**config.mk**
```make
export PLATFORM = sky130hd
export DESIGN_NAME = ws2812_chain_ctl_flat
export DESIGN_NICKNAME = d
export VERILOG_FILES = /design/src/rtl/ws2812_chain_ctl_if.sv /design/src/rtl/ws2812_chain_ctl.sv /design/src/flat_wrapper.sv
export SDC_FILE = /design/constraint.sdc
export NUM_CORES = 2
export LEC_CHECK = 0
export ABC_AREA = 1
export ABC_CLOCK_PERIOD_IN_PS = 3500
export CORE_ASPECT_RATIO = 2
export CORE_MARGIN = 3
export CORE_UTILIZATION = 40
export CTS_CLUSTER_SIZE = 14
export DETAILED_ROUTE_END_ITERATION = 6
export PLACE_DENSITY = 0.53
export SLEW_MARGIN = 20
export SYNTH_ARGS = -nofsm -noshare
export SYNTH_HDL_FRONTEND = slang
export SYNTH_SLANG_ARGS = --single-unit
export TNS_END_PERCENT = 30
```
**constraint.sdc**
```tcl
create_clock -name clk_in -period 3.5 [get_ports clk_in]
set_clock_uncertainty 0.05 [all_clocks]
set_input_delay 0.525 -clock clk_in [delete_from_list [all_inputs] [get_ports clk_in]]
set_output_delay 0.525 -clock clk_in [all_outputs]
set_load 0.01 [all_outputs]
```
**src/rtl/ws2812_chain_ctl_if.sv**
```systemverilog
// ----------------------------------------------------------------------------
// ws2812_chain_ctl_if
// Bundles the host write path, the frame request and the bit-encoder
// handshake of ws2812_chain_ctl into one interface.
//
// Signals:
//   wr_en_in, wr_addr_in, wr_byte_en_in, wr_data_in : colour RAM byte writes
//   frame_rdy_in                                     : start-frame request (level)
//   bit_done_in                                      : encoder finished current bit
//   brightness_in                                    : global dim level (WS2812_DIM_EN only)
//   bit_rdy_out, bit_data_out                        : bit strobe and data to encoder
//   busy_out, frame_done_out                         : controller status
//
// Modports: master = host/encoder side, slave = controller side.
// Optional macro: WS2812_DIM_EN adds brightness_in.
// ----------------------------------------------------------------------------
interface ws2812_chain_ctl_if #(
    parameter int ADDR_W = 6,
    parameter int NBYTES = 4
);
    logic              wr_en_in;
    logic [ADDR_W-1:0] wr_addr_in;
    logic [NBYTES-1:0] wr_byte_en_in;
    logic [7:0]        wr_data_in;
    logic              frame_rdy_in;
    logic              bit_done_in;
`ifdef WS2812_DIM_EN
    logic [7:0]        brightness_in;
`endif
    logic              bit_rdy_out;
    logic              bit_data_out;
    logic              busy_out;
    logic              frame_done_out;

    modport master (
`ifdef WS2812_DIM_EN
        output brightness_in,
`endif
        output wr_en_in, wr_addr_in, wr_byte_en_in, wr_data_in,
        output frame_rdy_in, bit_done_in,
        input  bit_rdy_out, bit_data_out, busy_out, frame_done_out
    );

    modport slave (
`ifdef WS2812_DIM_EN
        input  brightness_in,
`endif
        input  wr_en_in, wr_addr_in, wr_byte_en_in, wr_data_in,
        input  frame_rdy_in, bit_done_in,
        output bit_rdy_out, bit_data_out, busy_out, frame_done_out
    );
endinterface

```
**src/rtl/ws2812_chain_ctl.sv**
```systemverilog
// ----------------------------------------------------------------------------
// ws2812_chain_ctl
// WS2812/SK6812 frame controller. Colour words live in an internal RAM, each
// word carrying a link to the next LED, so LED order is a linked list that
// starts (and ends) at START_ADDR. Every frame walks the list, shifts each
// colour out MSB-first over a bit_rdy/bit_done handshake with the bit
// encoder, then holds a latch interval of RST_CYCLES clocks.
//
// Ports:
//   clk_in    : clock
//   rst_n_in  : asynchronous active-low reset
//   bus       : ws2812_chain_ctl_if.slave (RAM writes, frame request,
//               encoder handshake, status)
//
// RAM word: colour in [COLOR_BITS-1:0], link in
// [COLOR_BITS+ADDR_W-1:COLOR_BITS]; bits above are don't-care and not stored.
//
// Optional macro WS2812_DIM_EN: every 8-bit channel c is scaled to
// (c*(brightness+1))>>8 using brightness sampled at frame start; this adds
// one pipeline state between RAM read and the first bit of each LED.
// ----------------------------------------------------------------------------
module ws2812_chain_ctl #(
    parameter int ADDR_W     = 6,
    parameter int COLOR_BITS = 24,
    parameter int NBYTES     = (COLOR_BITS + ADDR_W + 7) / 8,
    parameter int RST_CYCLES = 10000,
    parameter int START_ADDR = 0
) (
    input  logic                clk_in,
    input  logic                rst_n_in,
    ws2812_chain_ctl_if.slave   bus
);
    localparam int DEPTH  = 2 ** ADDR_W;
    localparam int USED_W = COLOR_BITS + ADDR_W;
    localparam int BCNT_W = $clog2(COLOR_BITS);
    localparam int RCNT_W = $clog2(RST_CYCLES + 1);

    localparam logic [ADDR_W-1:0] START_A   = ADDR_W'(START_ADDR);
    localparam logic [ADDR_W-1:0] LAST_NODE = ADDR_W'(DEPTH - 1);
    localparam logic [BCNT_W-1:0] LAST_BIT  = BCNT_W'(COLOR_BITS - 1);
    localparam logic [RCNT_W-1:0] RST_LAST  = RCNT_W'(RST_CYCLES - 1);

    // S_DIM is only entered when dimming is built in.
    typedef enum logic [2:0] {
        S_IDLE    = 3'd0,
        S_RD_ADDR = 3'd1,
        S_RD_DATA = 3'd2,
        S_DIM     = 3'd3,
        S_SEND    = 3'd4,
        S_RST     = 3'd5
    } state_t;

    state_t                  state_r, state_s;
    logic [ADDR_W-1:0]       cur_addr_r, cur_addr_s;
    logic [ADDR_W-1:0]       next_addr_r, next_addr_s;
    logic [ADDR_W-1:0]       node_cnt_r, node_cnt_s;
    logic [BCNT_W-1:0]       bit_cnt_r, bit_cnt_s;
    logic [COLOR_BITS-1:0]   shift_r, shift_s;
    logic [RCNT_W-1:0]       rst_cnt_r, rst_cnt_s;
    logic                    pending_r, pending_s;
    logic                    bit_rdy_r, bit_rdy_s;
    logic                    bit_data_r, bit_data_s;
    logic                    busy_r, busy_s;
    logic                    frame_done_r, frame_done_s;
    logic                    rd_en_s;

    logic [USED_W-1:0]       mem_r [DEPTH];
    logic [USED_W-1:0]       rd_data_r;

`ifdef WS2812_DIM_EN
    logic [7:0]              bright_r, bright_s;

    // Scale each 8-bit channel by (brightness+1)/256; max product fits 16 bits.
    function automatic logic [COLOR_BITS-1:0] dim_scale(
        input logic [COLOR_BITS-1:0] color,
        input logic [7:0]            level
    );
        logic [15:0] prod;
        dim_scale = '0;
        for (int ch = 0; ch < COLOR_BITS / 8; ch++) begin
            prod = 16'(color[ch*8 +: 8]) * (16'(level) + 16'd1);
            dim_scale[ch*8 +: 8] = prod[15:8];
        end
    endfunction
`endif

    // Colour RAM: per-byte-lane writes, registered read, read-before-write.
    always_ff @(posedge clk_in) begin
        for (int i = 0; i < USED_W; i++) begin
            if (bus.wr_en_in && bus.wr_byte_en_in[i / 8]) begin
                mem_r[bus.wr_addr_in][i] <= bus.wr_data_in[i % 8];
            end
        end
        if (rd_en_s) begin
            rd_data_r <= mem_r[cur_addr_r];
        end
    end

    // Next-state and datapath decode for the chain walker.
    always_comb begin
        state_s      = state_r;
        cur_addr_s   = cur_addr_r;
        next_addr_s  = next_addr_r;
        node_cnt_s   = node_cnt_r;
        bit_cnt_s    = bit_cnt_r;
        shift_s      = shift_r;
        rst_cnt_s    = rst_cnt_r;
        pending_s    = pending_r;
        bit_rdy_s    = 1'b0;
        bit_data_s   = bit_data_r;
        frame_done_s = 1'b0;
        rd_en_s      = 1'b0;
`ifdef WS2812_DIM_EN
        bright_s     = bright_r;
`endif

        // Requests arriving mid-frame collapse into a single queued frame.
        if (busy_r && bus.frame_rdy_in) begin
            pending_s = 1'b1;
        end else begin
            pending_s = pending_r;
        end

        case (state_r)
            S_IDLE: begin
                if (bus.frame_rdy_in || pending_r) begin
                    state_s    = S_RD_ADDR;
                    cur_addr_s = START_A;
                    node_cnt_s = '0;
                    pending_s  = 1'b0;
`ifdef WS2812_DIM_EN
                    bright_s   = bus.brightness_in;
`endif
                end else begin
                    state_s = S_IDLE;
                end
            end
            S_RD_ADDR: begin
                rd_en_s = 1'b1;
                state_s = S_RD_DATA;
            end
            S_RD_DATA: begin
                next_addr_s = rd_data_r[COLOR_BITS +: ADDR_W];
                bit_cnt_s   = '0;
`ifdef WS2812_DIM_EN
                shift_s     = dim_scale(rd_data_r[COLOR_BITS-1:0], bright_r);
                state_s     = S_DIM;
`else
                shift_s     = rd_data_r[COLOR_BITS-1:0];
                bit_rdy_s   = 1'b1;
                bit_data_s  = rd_data_r[COLOR_BITS-1];
                state_s     = S_SEND;
`endif
            end
            S_DIM: begin
                bit_rdy_s  = 1'b1;
                bit_data_s = shift_r[COLOR_BITS-1];
                state_s    = S_SEND;
            end
            S_SEND: begin
                if (bus.bit_done_in) begin
                    if (bit_cnt_r != LAST_BIT) begin
                        bit_cnt_s  = bit_cnt_r + BCNT_W'(1);
                        shift_s    = {shift_r[COLOR_BITS-2:0], 1'b0};
                        bit_rdy_s  = 1'b1;
                        bit_data_s = shift_r[COLOR_BITS-2];
                    end else begin
                        node_cnt_s = node_cnt_r + ADDR_W'(1);
                        // node_cnt at DEPTH-1 means every address was visited:
                        // the list must loop, so stop here.
                        if ((next_addr_r == START_A) || (node_cnt_r == LAST_NODE)) begin
                            state_s   = S_RST;
                            rst_cnt_s = '0;
                        end else begin
                            cur_addr_s = next_addr_r;
                            state_s    = S_RD_ADDR;
                        end
                    end
                end else begin
                    state_s = S_SEND;
                end
            end
            S_RST: begin
                if (rst_cnt_r == RST_LAST) begin
                    state_s      = S_IDLE;
                    frame_done_s = 1'b1;
                    rst_cnt_s    = '0;
                end else begin
                    rst_cnt_s = rst_cnt_r + RCNT_W'(1);
                end
            end
            default: begin
                state_s = S_IDLE;
            end
        endcase

        busy_s = (state_s != S_IDLE);
    end

    // State and output registers; reset aborts any frame in flight.
    always_ff @(posedge clk_in or negedge rst_n_in) begin
        if (!rst_n_in) begin
            state_r      <= S_IDLE;
            cur_addr_r   <= START_A;
            next_addr_r  <= START_A;
            node_cnt_r   <= '0;
            bit_cnt_r    <= '0;
            shift_r      <= '0;
            rst_cnt_r    <= '0;
            pending_r    <= 1'b0;
            bit_rdy_r    <= 1'b0;
            bit_data_r   <= 1'b0;
            busy_r       <= 1'b0;
            frame_done_r <= 1'b0;
`ifdef WS2812_DIM_EN
            bright_r     <= 8'd0;
`endif
        end else begin
            state_r      <= state_s;
            cur_addr_r   <= cur_addr_s;
            next_addr_r  <= next_addr_s;
            node_cnt_r   <= node_cnt_s;
            bit_cnt_r    <= bit_cnt_s;
            shift_r      <= shift_s;
            rst_cnt_r    <= rst_cnt_s;
            pending_r    <= pending_s;
            bit_rdy_r    <= bit_rdy_s;
            bit_data_r   <= bit_data_s;
            busy_r       <= busy_s;
            frame_done_r <= frame_done_s;
`ifdef WS2812_DIM_EN
            bright_r     <= bright_s;
`endif
        end
    end

    assign bus.bit_rdy_out    = bit_rdy_r;
    assign bus.bit_data_out   = bit_data_r;
    assign bus.busy_out       = busy_r;
    assign bus.frame_done_out = frame_done_r;
endmodule

```
**src/flat_wrapper.sv**
```systemverilog
// flat-port wrapper written by rule: the top's interface ports become plain ports
module ws2812_chain_ctl_flat 
#(
    parameter int ADDR_W     = 6,
    parameter int COLOR_BITS = 24,
    parameter int NBYTES     = (COLOR_BITS + ADDR_W + 7) / 8,
    parameter int RST_CYCLES = 10000,
    parameter int START_ADDR = 0
)
  (clk_in, rst_n_in, bus_wr_en_in, bus_wr_addr_in, bus_wr_byte_en_in, bus_wr_data_in, bus_frame_rdy_in, bus_bit_done_in, bus_bit_rdy_out, bus_bit_data_out, bus_busy_out, bus_frame_done_out);
  ws2812_chain_ctl_if #(.ADDR_W(ADDR_W), .NBYTES(NBYTES)) bus_i ();
  input  logic clk_in;
  input  logic rst_n_in;
  input wire logic [$bits(bus_i.wr_en_in)-1:0] bus_wr_en_in;
  input wire logic [$bits(bus_i.wr_addr_in)-1:0] bus_wr_addr_in;
  input wire logic [$bits(bus_i.wr_byte_en_in)-1:0] bus_wr_byte_en_in;
  input wire logic [$bits(bus_i.wr_data_in)-1:0] bus_wr_data_in;
  input wire logic [$bits(bus_i.frame_rdy_in)-1:0] bus_frame_rdy_in;
  input wire logic [$bits(bus_i.bit_done_in)-1:0] bus_bit_done_in;
  output wire logic [$bits(bus_i.bit_rdy_out)-1:0] bus_bit_rdy_out;
  output wire logic [$bits(bus_i.bit_data_out)-1:0] bus_bit_data_out;
  output wire logic [$bits(bus_i.busy_out)-1:0] bus_busy_out;
  output wire logic [$bits(bus_i.frame_done_out)-1:0] bus_frame_done_out;
  assign bus_i.wr_en_in = bus_wr_en_in;
  assign bus_i.wr_addr_in = bus_wr_addr_in;
  assign bus_i.wr_byte_en_in = bus_wr_byte_en_in;
  assign bus_i.wr_data_in = bus_wr_data_in;
  assign bus_i.frame_rdy_in = bus_frame_rdy_in;
  assign bus_i.bit_done_in = bus_bit_done_in;
  assign bus_bit_rdy_out = bus_i.bit_rdy_out;
  assign bus_bit_data_out = bus_i.bit_data_out;
  assign bus_busy_out = bus_i.busy_out;
  assign bus_frame_done_out = bus_i.frame_done_out;
  ws2812_chain_ctl #(.ADDR_W(ADDR_W), .COLOR_BITS(COLOR_BITS), .NBYTES(NBYTES), .RST_CYCLES(RST_CYCLES), .START_ADDR(START_ADDR)) u_core (.clk_in(clk_in), .rst_n_in(rst_n_in), .bus(bus_i));
endmodule
```
### Word level (Yosys, flattened, before mapping)

Memory sizes are Yosys's and may differ from the RTL's. A register that Yosys moved wholly into a read port is not among the register bits.
Cells that the tools add are included.

| word-level totals | value |
|---|---|
| memory bits (read-only) | 0 |
| memories | 1 |
| output and inout bits | 4 |
| memory bits (writable) | 1920 |
| register bits after elaboration | 69 |
| logic and storage cells | 95 |
| latch bits | 0 |

Memory list:

| memory | depth | bits a word | read ports | clocked after memory_dff | wr ports | line | RTL |
|---|---|---|---|---|---|---|---|
| u_core.mem_r | 64 | 30 | 1 | 1 | 1 | ws2812_chain_ctl.sv:67 | `logic [USED_W-1:0] mem_r [DEPTH];` |

| cells by class | value |
|---|---|
| add/sub/neg operators | 3 |
| reduce and logical (&&, ||, !) cells | 20 |
| mux-type cells | 45 |
| $lt $le $gt $ge | 0 |
| div/mod/pow operators | 0 |
| bitwise operators | 0 |
| equality and inequality tests | 14 |
| shifts and indexed selects | 0 |
| multiply operators | 0 |

Operator list:

| cell | count |
|---|---|
| $mux 14 | 4 |
| $mux 24 | 2 |
| $pmux 24 s2 | 1 |
| $mux 6 | 6 |
| $pmux 14 s2 | 1 |
| $pmux 6 s2 | 2 |
| $mux 1 | 19 |
| $pmux 3 s5 | 1 |
| $add 14x1->14 const B | 1 |
| $eq 14x14->1 const B | 1 |
| $mux 3 | 4 |
| $mux 5 | 2 |
| $pmux 5 s2 | 1 |
| $reduce_and 4->1 | 2 |
| $add 6x1->6 const B | 1 |
| $eq 3x2->1 const B | 2 |
| $eq 3x3->1 const B | 2 |
| $eq 6x6->1 const B | 1 |
| $logic_not 6->1 | 1 |
| $ne 2x1->1 const B | 3 |
| $ne 2x2->1 const B | 3 |
| $reduce_and 3->1 | 2 |
| $reduce_bool 2->1 | 3 |
| $reduce_bool 3->1 | 2 |
| other kinds (10) | 15 |

### Logic depth before layout (Yosys ltp)

| logic depth | value |
|---|---|
| depth in word-level cells | 7 |
| mapped depth | 13 |
| depth with buffers taken out | 12 |

### Worst setup path after synthesis

OpenSTA, ideal clock, no wires.

| timing path | value |
|---|---|
| path kind | register -> register |
| from | reg u_core.state_r[1] |
| to | reg u_core.rd_data_r[0], read port of u_core.mem_r, enable pin |
| path slack | 0.325 ns |
| period minus slack after synthesis | 3.175 ns |
| arrival | 2.668 ns |
| stages on the path, launching flop included | 3 |
| path buffers | 1 |
| cell sequence | dfrtp_1 buf_4 nor3_1 |

| between the ends | value |
|---|---|
| cells in the longest elaborated chain, start to end | 2 |

Ends and longest elaborated chain:

| what | line | RTL |
|---|---|---|
| start, declared | ws2812_chain_ctl.sv:53 | `state_t state_r, state_s;` |
| start signal, assigned | ws2812_chain_ctl.sv:219 | `state_r <= state_s;` |
| $eq 3x1->1 | ws2812_chain_ctl.sv:124 | `case (state_r)` |
| $mux 1 | ws2812_chain_ctl.sv:124 |  |
| end, declared | ws2812_chain_ctl.sv:68 | `logic [USED_W-1:0] rd_data_r;` |

Every way passes these cells.
A chain may end at the register's enable or synchronous reset.

==> reports/metrics.yaml <==
critical_path:
  critPathKind: "flip-flop to flip-flop"
  worst_ep_required_time_ns: 4.01
  end_kind: "flip-flop"
  reg2reg_to: "u_core.rd_data_r[4]"
  worstRegToRegCells: 11
  start_kind: "flip-flop"
  r2r-start: "u_core.cur_addr_r[0]"
  cp_data_arrival_time_ns: 3.59
  r2r_slack_ns: 0.42
  critPathMaxFanout: 134
yosys:
  synth.area.mux_share_pct: 0
  synth_fa_ha_area_share_pct: 0.0454
  synth_area_mm2: 0.0827
  ys_ff_latch: 2019
  synth_top_family_by_area: "simple AND/OR/NAND/NOR gates"
  synth_top_cells_by_area: "edfxtp_1, nand2_1, nand3_1"
  yosysUniqueCellTypes: 32
  yosysSeqAreaShare_pct: 72.9
  synth-compound-area-share_pct: 0.445
  ys.warnings.count: 0
  avgSynthCellArea_um2: 11.5
  synth-xor-area-share_pct: 0.0741
  synth_largest_area_cell: "edfxtp_1"
  synth-simple-area-share_pct: 23.4
  synth_nets: 7198
  synth_top_area_share_pct: 70.8
  netlist_instances: 7172
sta:
  fin_crit_ns: 3.08
  setup_viol: 0
  slew_violations: 0
  rsz0062_at_grt: "no"
  finalSetupTns_ns: 0
  post-route-period-util_pct: 88.0
  hold_viol_final: 0
  fmax_mhz: 325
  slew-limit-headroom_pct: 29.2
  max_slew.worst_pin.slew_ns: 1.06
  hold_ws_ns: 0.0600
drt:
  num_vias: 53700
  drcViolationCount: 1
  dr.pass1.iters: 7
  wirelength_um: 246000
  wl_per_cell_um: 24.3
  ant_nets: 0
  drt_iter0_markers: 4283
  viasPerCell: 5.30
floorplanning:
  die-area_mm2: 0.213
  core_area_mm2: 0.205
  start_util_pct: 40.3
  die_w_um: 327
  rows: 235
  chipHeight_um: 649
  io_pins: 27
power_and_ir_drop:
  p_per_area_mw_per_mm2: 708
  irDropWorstVdd_v: 0.000477
  p_leak_uw: 0.0331
  power_uw: 65700
clock_network:
  clock_sinks: 2019
  cts_buffers: 179
  cts_max_level: 4
  path_clk_slew_ns: 0.06
  clockBufferDepth: 4
  root_buffer: "clkbuf_16"
  clock_latency_ns: 0.83
  cts_setup_buffers: 0
  cts_tree: "done"
global_routing:
  grt_pass1_wl_um: 357000
  overflow: 0
  antenna_found_initial: 3
  track_usage_pct: 22.8
  grt_start_max_net_pins: 199
  grt_pass1_vias: 54200
cells_and_area:
  layout.cells.non_filler: 10100
  final_cell_area_mm2: 0.0927
  nets: 7334
  drive_gt1_share_pct: 8.31
  area_delta_synth_final_pct: 12.1
  fillers: 19200
job:
  cap_violations: 0
placed_design:
  dp_hpwl_um: 159000
  place_area_mm2: 0.0876
  io_buffer_count: 26
  gp_congestion: 0.911
  dp_cells: 9851
hold_path:
  hold_path.class: "input pin to flip-flop"
  hp-start: "bus_wr_data_in[0]"
  whs_path_depth: 1
  worstHoldEndpoint: "u_core.mem_r[16][8]"
status:
  violations: "design-rule violations"
  outcome: "finished with violations"
-- how the worst max path moves through the flow --
| stage | from | to | slack [ns] | cells past startpoint |
|---|---|---|---|---|
| floorplan | u_core.state_r[1] | u_core.rd_data_r[0] | 0.32 | 2 |
| global placement | bus_wr_addr_in[4] | u_core.mem_r[17][12] | 0.14 | 6 |
| detailed placement | bus_wr_addr_in[4] | u_core.mem_r[17][11] | 0.16 | 6 |
| CTS | u_core.cur_addr_r[0] | u_core.rd_data_r[0] | 0.56 | 10 |
| global route | u_core.cur_addr_r[0] | u_core.rd_data_r[0] | 0.35 | 10 |
| finish | u_core.cur_addr_r[0] | u_core.rd_data_r[4] | 0.42 | 11 |
-- cell usage after synthesis (all sizes together) --
master	count
nand4	13
ha	3
nor3	30
o22ai	25
xnor2	1
a22o	3
inv	46
o31ai	3
a211oi	1
a41oi	1
nor2	325
o21ai	22
buf	343
edfxtp	1950
nand2	2561
nand3	1648
clkinv	3
xor2	6
a31oi	1
a21oi	6
clkbuf	112
dfrtp	69
-- cells by family (layout without fill, tap and decap cells) --
group,Yosys count,count (layout)
and+or+nand+nor,4577,4577
DFF,2019,2019
buffers and inverters,504,732
AOI/OAI and AO/OA,62,62
xor gates and xnor gates,7,7
adders and majority gates,3,3
other,0,6
-- sequential cells by signal, indices dropped and copies added, names as in the netlist --
register / count
u_core.mem_r: 1920
u_core.rd_data_r: 30
u_core.shift_r: 24
u_core.rst_cnt_r: 14
u_core.cur_addr_r: 6
u_core.next_addr_r: 6
u_core.node_cnt_r: 6
u_core.bit_cnt_r: 5
u_core.state_r: 3
u_core.bus.bit_data_out: 1
u_core.bus.bit_rdy_out: 1
u_core.bus.busy_out: 1
u_core.bus.frame_done_out: 1
u_core.pending_r: 1
-- worst max-delay path, stage by stage (launching register included) --
cell	delay [ns]
dfrtp_4	0.77
inv_16	0.28
buf_12	0.40
buf_4	0.18
nand2_1	0.06
nand3_1	0.16
nand3_1	0.15
nand2_1	0.08
nand2_1	0.06
nand3_1	0.10
nand3_1	0.17
nand2_1	0.07
-- cells in the final DEF, fill, tap and decap left out, drive strengths merged, types with 25 or more instances in the layout --
| master | netlist | layout |
|---|---|---|
| clkinv | 3 | 31 |
| nand3 | 1648 | 1648 |
| nor3 | 30 | 30 |
| dfrtp | 69 | 69 |
| buf | 343 | 390 |
| nand2 | 2561 | 2561 |
| inv | 46 | 48 |
| o22ai | 25 | 25 |
| clkbuf | 112 | 242 |
| nor2 | 325 | 325 |
| edfxtp | 1950 | 1950 |
-- per-stage QoR --
| step | worst slack [ns] | util [%] |
|---|---|---|
| after detailed placement | 0.164 | 42.7 |
| after CTS | 0.559 | 45.2 |
| after global placement | 0.140 | 42.7 |
| final | 0.419 | 45.2 |
| after global routing | 0.354 | 45.2 |
| after floorplan | 0.325 | - |
-- power breakdown --
part	leakage, uW	total, uW	switching [uW]	internal [uW]
logic	0.0123	19800	14300	5480
clock network	0.00245	18100	8420	9690
registers	0.0184	27800	567	27200
-- metal layers --
| layer | vias to the layer above | GRT usage, % | part of all wire, % |
|---|---|---|---|
| met2 | 1595 | 43.3 | 55 |
| met5 | - | 0.137 | 0 |
| li1 | 25200 | - | - |
| met1 | 26300 | 23.7 | 34 |
| met3 | 576 | 2.10 | 4.0 |
| met4 | 0 | 14.5 | 7.3 |
-- layout make-up --
cell class	count	area, um^2	area share, %
Timing Repair Buffer	410	3920	4.23
Multi-Input combinational cell	4649	19800	21.4
Sequential cell	2019	60300	65.0
Antenna cell	6	15.0	0.0162
Inverter	49	218	0.235
Clock inverter	33	175	0.189
Tap cell	2725	3410	3.68
Clock buffer	240	4850	5.24
-- repair_timing --
item	4_1_cts	5_1_grt
endpoints found under the setup margin	0	0
resized for setup	0	0
hold endpoints to repair	42	0
hold buffers	1	0
Note: power is estimated with default switching activity, not from simulation.
